--- src/rtl/kamacore_datatypes_pkg.sv ---
// Shared widths and state/owner types for the KamaCore memory arbiter.
package kamacore_datatypes;

  localparam int CPU_WIDTH = 32;
  localparam int BE_WIDTH  = CPU_WIDTH / 8;

  typedef enum logic [1:0] {
    IDLE    = 2'd0,
    WAIT_IF = 2'd1,
    WAIT_D  = 2'd2
  } arb_state_t;

  typedef enum logic {
    OWNER_IF = 1'b0,
    OWNER_D  = 1'b1
  } arb_owner_t;

endpackage

--- src/rtl/kamacore_arb_picker.sv ---
// Owner selection between the fetch and data ports. With last_owner tied to
// OWNER_IF, contention always resolves to data.
module kamacore_arb_picker
  import kamacore_datatypes::*;
(
  input  logic       if_req,
  input  logic       d_req,
  input  arb_owner_t last_owner,
  output arb_owner_t owner
);

  // Contention goes to the port that did not win last; a lone request wins outright.
  always_comb begin
    owner = OWNER_IF;
    if (if_req && d_req) begin
      owner = (last_owner == OWNER_D) ? OWNER_IF : OWNER_D;
    end else if (d_req) begin
      owner = OWNER_D;
    end else begin
      owner = OWNER_IF;
    end
  end

endmodule

--- src/rtl/kamacore_mem_arbiter.sv ---
// Single-outstanding memory arbiter between fetch and data ports.
// Define KAMACORE_MEM_ARB_ROUND_ROBIN_EN for round-robin contention; default is data priority.
module kamacore_mem_arbiter
  import kamacore_datatypes::*;
#(
  parameter int ADDR_WIDTH = 32,
  parameter int TIMEOUT    = 16
) (
  input  logic                  clk,
  input  logic                  rst,
  input  logic                  if_req,
  input  logic [ADDR_WIDTH-1:0] if_addr,
  output logic                  if_gnt,
  output logic                  if_rvalid,
  output logic [CPU_WIDTH-1:0]  if_rdata,
  input  logic                  d_req,
  input  logic                  d_we,
  input  logic [ADDR_WIDTH-1:0] d_addr,
  input  logic [CPU_WIDTH-1:0]  d_wdata,
  input  logic [BE_WIDTH-1:0]   d_be,
  output logic                  d_gnt,
  output logic                  d_rvalid,
  output logic [CPU_WIDTH-1:0]  d_rdata,
  output logic                  mem_req,
  output logic                  mem_we,
  output logic [ADDR_WIDTH-1:0] mem_addr,
  output logic [CPU_WIDTH-1:0]  mem_wdata,
  output logic [BE_WIDTH-1:0]   mem_be,
  input  logic                  mem_rvalid,
  input  logic [CPU_WIDTH-1:0]  mem_rdata,
  output logic                  busy,
  output logic                  timeout_err
);

  localparam int CNT_W = $clog2(TIMEOUT + 1);

  arb_state_t       state_r;
  arb_state_t       next_state_s;
  logic [CNT_W-1:0] cnt_r;
  arb_owner_t       owner_s;
  arb_owner_t       last_owner_s;
  logic             grant_s;
  logic             expire_s;

  // Grants are gated by rst so a request held during reset never leaks out.
  assign grant_s  = rst && (state_r == IDLE) && (if_req || d_req);
  assign expire_s = (cnt_r == CNT_W'(TIMEOUT - 1));

`ifdef KAMACORE_MEM_ARB_ROUND_ROBIN_EN
  arb_owner_t last_owner_r;

  // Remember who won the most recent grant for round-robin contention.
  always_ff @(posedge clk or negedge rst) begin
    if (!rst) begin
      last_owner_r <= OWNER_IF;
    end else if (grant_s) begin
      last_owner_r <= owner_s;
    end else begin
      last_owner_r <= last_owner_r;
    end
  end

  assign last_owner_s = last_owner_r;
`else
  assign last_owner_s = OWNER_IF;
`endif

  kamacore_arb_picker u_picker (
    .if_req     (if_req),
    .d_req      (d_req),
    .last_owner (last_owner_s),
    .owner      (owner_s)
  );

  // FSM state register.
  always_ff @(posedge clk or negedge rst) begin
    if (!rst) begin
      state_r <= IDLE;
    end else begin
      state_r <= next_state_s;
    end
  end

  // cnt_r holds the number of WAIT cycles already completed; it restarts in IDLE.
  always_ff @(posedge clk or negedge rst) begin
    if (!rst) begin
      cnt_r <= {CNT_W{1'b0}};
    end else if (state_r == IDLE) begin
      cnt_r <= {CNT_W{1'b0}};
    end else begin
      cnt_r <= cnt_r + CNT_W'(1);
    end
  end

  // Next state, grant, memory payload and response routing.
  always_comb begin
    next_state_s = state_r;
    if_gnt       = 1'b0;
    d_gnt        = 1'b0;
    if_rvalid    = 1'b0;
    d_rvalid     = 1'b0;
    if_rdata     = {CPU_WIDTH{1'b0}};
    d_rdata      = {CPU_WIDTH{1'b0}};
    mem_req      = 1'b0;
    mem_we       = 1'b0;
    mem_addr     = {ADDR_WIDTH{1'b0}};
    mem_wdata    = {CPU_WIDTH{1'b0}};
    mem_be       = {BE_WIDTH{1'b0}};
    busy         = 1'b0;
    timeout_err  = 1'b0;
    case (state_r)
      IDLE: begin
        if (grant_s && (owner_s == OWNER_D)) begin
          d_gnt        = 1'b1;
          mem_req      = 1'b1;
          mem_we       = d_we;
          mem_addr     = d_addr;
          mem_wdata    = d_wdata;
          mem_be       = d_be;
          next_state_s = WAIT_D;
        end else if (grant_s) begin
          if_gnt       = 1'b1;
          mem_req      = 1'b1;
          mem_addr     = if_addr;
          mem_be       = {BE_WIDTH{1'b1}};
          next_state_s = WAIT_IF;
        end else begin
          next_state_s = IDLE;
        end
      end
      WAIT_IF, WAIT_D: begin
        busy = 1'b1;
        if (mem_rvalid) begin
          if (state_r == WAIT_IF) begin
            if_rvalid = 1'b1;
            if_rdata  = mem_rdata;
          end else begin
            d_rvalid = 1'b1;
            d_rdata  = mem_rdata;
          end
          next_state_s = IDLE;
        end else if (expire_s) begin
          timeout_err  = 1'b1;
          next_state_s = IDLE;
        end else begin
          next_state_s = state_r;
        end
      end
      default: begin
        next_state_s = IDLE;
      end
    endcase
  end

endmodule
--- config.mk ---
export PLATFORM = sky130hd
export DESIGN_NAME = kamacore_mem_arbiter
export DESIGN_NICKNAME = d
export VERILOG_FILES = /design/src/rtl/kamacore_datatypes_pkg.sv /design/src/rtl/kamacore_arb_picker.sv /design/src/rtl/kamacore_mem_arbiter.sv
export SDC_FILE = /design/constraint.sdc
export NUM_CORES = 1
export LEC_CHECK = 0
export CORE_AREA = 10 10 100 102
export DETAILED_ROUTE_END_ITERATION = 10
export DIE_AREA = 0 0 110 112
export PLACE_DENSITY_LB_ADDON = 0.05
export SETUP_SLACK_MARGIN = 0.2
export SLEW_MARGIN = 20
export SYNTH_ARGS = -nofsm -noshare
export SYNTH_HDL_FRONTEND = slang
export SYNTH_SLANG_ARGS = --single-unit
--- constraint.sdc ---
create_clock -name clk -period 1.8 [get_ports clk]
set_input_delay 0.36 -clock clk [delete_from_list [all_inputs] [get_ports clk]]
set_output_delay 0.36 -clock clk [all_outputs]
set_load 0.01 [all_outputs]
==> impl_metrics.tcl, run 1 <==
set metrics [dict create \
    synth_seq_cells 7 \
    pre_cts_ws_ns -0.658 \
    critPathLaunch "state_r[1]" \
    cp-endpoint "mem_addr[23]" \
    r2r-start "cnt_r[0]" \
    io_buffers 277 \
    fin_crit_ns 2.13 \
    grt_pass1_vias 2847 \
    worstPathRequired_ns 1.44 \
    yosysTopAreaCell "and2_1" \
    yosys.area_share.simple_pct 49.6 \
    core_sq_um 8050 \
    io_pins 278 \
    fin_util_pct 67.8 \
    intPower_mw 1.21 \
    syn_area_per_cell_sq_um 7.58 \
    final-hold-violation-count 0 \
    routed_via_density 4.35 \
    synth_compound_area_share_pct 22.7 \
    grt_start_max_net_pins 18 \
    finalCritPeriodShare_pct 118 \
    critPathKind "flop to output port" \
    overflow 0 \
    synthXorXnorAreaFrac_pct 0.621 \
    postPlaceCellArea_sq_um 4450 \
    clockBufferDepth 2 \
    stdcell_count 612 \
    synth.top_cell.area_share_pct 43.5 \
    power_density_nw_per_um2 317 \
    nFillCells 650 \
    die_h_um 112 \
    placed_cells 568 \
    nNetsFinal 650 \
    clk_latency_ns 0.22 \
    final.setup.tns_ns -27.85 \
    rrSetupSlack_ns 0.13 \
    fin_ws_ns -0.333 \
    synth_top_family_by_area "simple AND/OR/NAND/NOR gates" \
    cts_tree "done" \
    design_area_sq_um 5460 \
    crit_path_max_fanout 7 \
    rr_endpoint "state_r[1]" \
    htreeDepth 1 \
    rsz0062_at_grt "yes" \
    total_power_mw 1.73 \
    ant_nets 0 \
    slew_headroom_pct 87.1 \
    hold_path.class "input pin to async pin" \
    outcome "finished with violations" \
    cp-end-kind "output port" \
    p_seq_share_pct 10.1 \
    finalSetupViolCount 136 \
    synthTopCellsByArea "and2_1 (43%), a22o_1 (20%), dfrtp_1 (12%)" \
    detail_route.wl_per_cell_um 21.6 \
    finalWirelength_um 13200 \
    synth_mux_area_share_pct 2.40 \
    grt_usage_pct 18.5 \
    fin_worst_skew_ns 0.000288 \
    synth_cell_type_count 21 \
    maxCapViolCount 0 \
    synth_common_cells "and2_1 (98), a22o_1 (32), dfrtp_1 (7)" \
    dieArea_sq_um 12300 \
    ys.flop_type "dfrtp_1" \
    grt_pass1_wl_um 17700 \
    dr.first_iter.drc_count 59 \
    synth_edf_count 0 \
    crit_arrival_ns 1.77 \
    syn_inst 186 \
    syn_nets 328 \
    ys_seq_area_share_pct 12.4 \
    p_clk_share_pct 12.3 \
    p_leak_nw 2.61 \
    cts_root_buf "clkbuf_8" \
    clk_pin_slew_ns 0.04 \
    initial_core_util_pct 17.5 \
    drc 0 \
    violations "setup timing" \
    area_growth_pct 287 \
    drive_gt1_share_pct 60.7 \
    clock-sinks 7 \
    fmax_mhz 469 \
    diodes 0 \
    worstMarginPinSlew_ns 0.194 \
    die_w_um 110 \
    post-dp-hpwl_um 10200 \
    p_comb_share_pct 77.6 \
    finalMaxSlewViolations 0 \
    antenna_found_initial 0 \
    hold_ws_ns 0.220 \
    synth_most_common_cell "and2_1" \
    start_kind "flop" \
    switchingPower_uw 522 \
    vias 2661 \
    rows 33 \
    synthArstFlopShare_pct 100 \
    cts_buffers 3 \
    gp_congestion 0.791 \
    yosys_warnings 0 \
    netlist_area_sq_um 1410 \
    synthAdderAreaFrac_pct 3.55 \
    power_switching_share_pct 30.1 \
    drt_pass1_iterations 4 \
    ff2ff_path_depth 6 \
    ir_drop_v 0.000265 \
]
[registers in the layout, indices dropped and copies added (netlist names)]
signal,flops
state_r,2
cnt_r,5
[area by class of cell]
type,count,area (sq um),share of cell area (%)
clock buffer,4,45.0,0.825
inverter,3,11.3,0.206
multi-input combinational,157,1420,26.0
sequential,7,175,3.21
tap,105,131,2.41
timing repair buffer,336,3680,67.4
[worst min path at each step]
stage | from | slack, ns | endpoint | cells after the start
CTS | rst | 0.23 | cnt_r[2] | 2
global route | rst | 0.22 | cnt_r[1] | 2
finish | rst | 0.22 | cnt_r[2] | 2
global placement | state_r[1] | 0.49 | state_r[1] | 1
detailed placement | state_r[1] | 0.51 | state_r[1] | 1
floorplan | rst | 0.06 | cnt_r[0] | 0
[power by group through the flow]
| stage | registers (mW) | logic, mW | clock network [mW] |
|---|---|---|---|
| detailed placement | 0.177 | 1.03 | 0 |
| global placement | 0.176 | 1.02 | 0 |
| CTS | 0.175 | 1.17 | 0.222 |
| global route | 0.176 | 1.43 | 0.233 |
| finish | 0.175 | 1.35 | 0.213 |
| floorplan | 0.176 | 0.344 | 0 |
[metal layers]
metal  GRT usage (%)  wire length (um)  up-vias
met1            16.6              4210     1211
met3            7.84              1550        8
met4            4.08               143        0
li1                -                 -     1277
met2            36.6              7310      165
met5               0                 0        -
[cells in the final DEF (no fill, tap or decap), types with 7 or more instances in the layout]
cell,instances
clkdlybuf4s50_1,133
buf_6,129
and2_4,90
a22o_1,32
buf_2,29
buf_4,15
buf_16,11
and2_1,8
dfrtp_1,7
buf_12,7
[kinds of logic after synthesis]
group / count (synthesis)
fa+ha+maj: 4
mux: 3
buf+inv: 22
flops: 7
xor+xnor: 1
simple gates: 112
compound gates: 37
[critical path: stages (launching register included)]
cell,delay (ns)
dfrtp_1,0.36
inv_2,0.07
ha_4,0.17
and3_4,0.20
buf_8,0.14
buf_6,0.12
buf_16,0.12
a22o_1,0.24
buf_6,0.13
[what timing repair did]
item | CTS | global route
gates resized for setup | 694 | 133
gates cloned | 11 | 4
pin swaps | 25 | 58
hold buffers | 0 | 0
setup endpoints to repair | 142 | 140
setup buffers | 17 | 8
Note: power is estimated with default switching activity, not from simulation.
==> inputs of run 2 (changes only) <==
--- a/config.mk
+++ b/config.mk
@@ -9,6 +9,7 @@
 export DETAILED_ROUTE_END_ITERATION = 10
 export DIE_AREA = 0 0 110 112
 export PLACE_DENSITY_LB_ADDON = 0.05
+export RECOVER_POWER = 100
 export SETUP_SLACK_MARGIN = 0.2
 export SLEW_MARGIN = 20
 export SYNTH_ARGS = -nofsm -noshare
==> impl_metrics.tcl, run 2 (synthesis gave the netlist of run 1 again) <==
set metrics [dict create \
    worstMarginPinSlew_ns 0.451 \
    drt_pass1_iterations 4 \
    critPathKind "flop to output port" \
    fin_worst_skew_ns 0.000288 \
    reg_top3 "cnt_r: 5 flops, state_r: 2 flops" \
    start_kind "flop" \
    dieArea_sq_um 12300 \
    drive_gt1_share_pct 60.6 \
    clk_latency_ns 0.22 \
    wl_met3_um 1550 \
    layout_common_cells "clkdlybuf4s50_1 (133), buf_6 (129), and2_4 (90), a22o_1 (32), buf_2 (29)" \
    finalSetupViolCount 136 \
    die_w_um 110 \
    dr_wl_met2_um 7320 \
    antenna_found_initial 0 \
    p_leak_nw 2.60 \
    violations "setup timing" \
    pre_cts_ws_ns -0.658 \
    io_pins 278 \
    cts_hold_buffers 0 \
    cts_root_buf "clkbuf_8" \
    drt-met1-wl_um 4210 \
    rows 33 \
    gp_congestion 0.791 \
    hold_path.class "input pin to async pin" \
    power_density_nw_per_um2 318 \
    slowest_stage "dfrtp_1" \
    detail_route.wl_per_cell_um 21.6 \
    drc 0 \
    io_buffers 277 \
    ir_drop_v 0.000264 \
    cp-end-kind "output port" \
    worstPathRequired_ns 1.44 \
    finalMaxSlewViolations 0 \
    routed_via_density 4.35 \
    cts_buffers 3 \
    crit_arrival_ns 1.77 \
    critPathMaxStageDelay_ns 0.36 \
    overflow 0 \
    grt_pass1_vias 2847 \
    crit_path_max_fanout 7 \
    final.setup.tns_ns -27.85 \
    die_h_um 112 \
    rsz0062_at_grt "yes" \
    fin_ws_ns -0.333 \
    clockBufferDepth 2 \
    path_cells "inv_2 > ha_4 > and3_4 > buf_8 > buf_6 > buf_16 > a22o_1 > buf_6" \
    crit_top_cell "buf_6" \
    diodes 0 \
    regMostFlops "cnt_r" \
    design_area_sq_um 5460 \
    htreeDepth 1 \
    fmax_mhz 469 \
    ant_nets 0 \
    final_common_cell "clkdlybuf4s50_1" \
    finalCritPeriodShare_pct 118 \
    post-dp-hpwl_um 10200 \
    clock-sinks 7 \
    dr.max_layer_used "met4" \
    fin_crit_ns 2.13 \
    finalWirelength_um 13200 \
    maxCapViolCount 0 \
    largest_reg_flops 5 \
    grt_usage_pct 18.5 \
    initial_core_util_pct 17.5 \
    postPlaceCellArea_sq_um 4450 \
    outcome "finished with violations" \
    clk_pin_slew_ns 0.04 \
    vias 2663 \
    final-hold-violation-count 0 \
    total_power_mw 1.73 \
    hold_ws_ns 0.321 \
    slew_headroom_pct 69.9 \
    core_sq_um 8050 \
    grt_start_max_net_pins 18 \
    cts_tree "done" \
    dr.first_iter.drc_count 58 \
    grt_pass1_wl_um 17700 \
    area_growth_pct 287 \
    nNetsFinal 650 \
]
-- run 2: critical path, delay by kind of cell (launching register included) --
family | cells | cell delay, ns
AO/OA/AOI/OAI | 1 | 0.24
AND/OR/NAND/NOR | 1 | 0.20
buffers and inverters | 5 | 0.58
flip-flops | 1 | 0.36
adder cells (fa/ha/maj) | 1 | 0.17
-- run 2: layer usage --
| layer | up-vias | GRT usage (%) |
|---|---|---|
| met1 | 1213 | 16.6 |
| li1 | 1277 | - |
| met2 | 165 | 36.6 |
| met5 | - | 0 |
| met3 | 8 | 7.84 |
| met4 | 0 | 4.08 |
-- run 2: timing repair --
| item | in CTS | in global routing |
|---|---|---|
| setup buffers | 17 | 8 |
| hold endpoints to repair | 0 | 0 |
| resized for setup | 694 | 133 |
| gates cloned | 11 | 4 |
| pin swaps | 25 | 58 |
| endpoints found under the setup margin | 142 | 140 |
-- run 2: worst paths after layout --
kind / depth (start not counted) / startpoint / slack (ns) / to
worst max-delay path: 8 / state_r[1] / -0.33 / mem_addr[23]
worst min-delay path: 2 / rst / 0.32 / cnt_r[2]
worst max register to register: 6 / cnt_r[0] / 0.13 / state_r[1]
worst min register to register: 2 / cnt_r[0] / 0.54 / cnt_r[0]
max in group asynchronous: 2 / rst / 1.17 / state_r[0]
min in group clk: 2 / cnt_r[0] / 0.54 / cnt_r[0]
-- run 2: per-stage QoR --
step,utilization (%),std cells
3_3_place_gp,55.3,568
3_5_place_dp,55.3,568
4_1_cts,59.3,600
6_report,67.8,612
5_1_grt,67.8,612
2_1_floorplan,-,186
-- run 2: power by group --
part           switching [mW]  internal (mW)
registers             0.00668          0.169
clock network          0.0602          0.153
logic                   0.455          0.890
total                   0.522           1.21
-- run 2: cell type report --
cell class | count | area, sq um
multi-input cells | 157 | 1420
inverters | 3 | 11.3
fillers | 649 | 2590
flip-flops and latches | 7 | 175
repair buffers | 336 | 3680
well taps | 105 | 131
clock buffers | 4 | 45.0
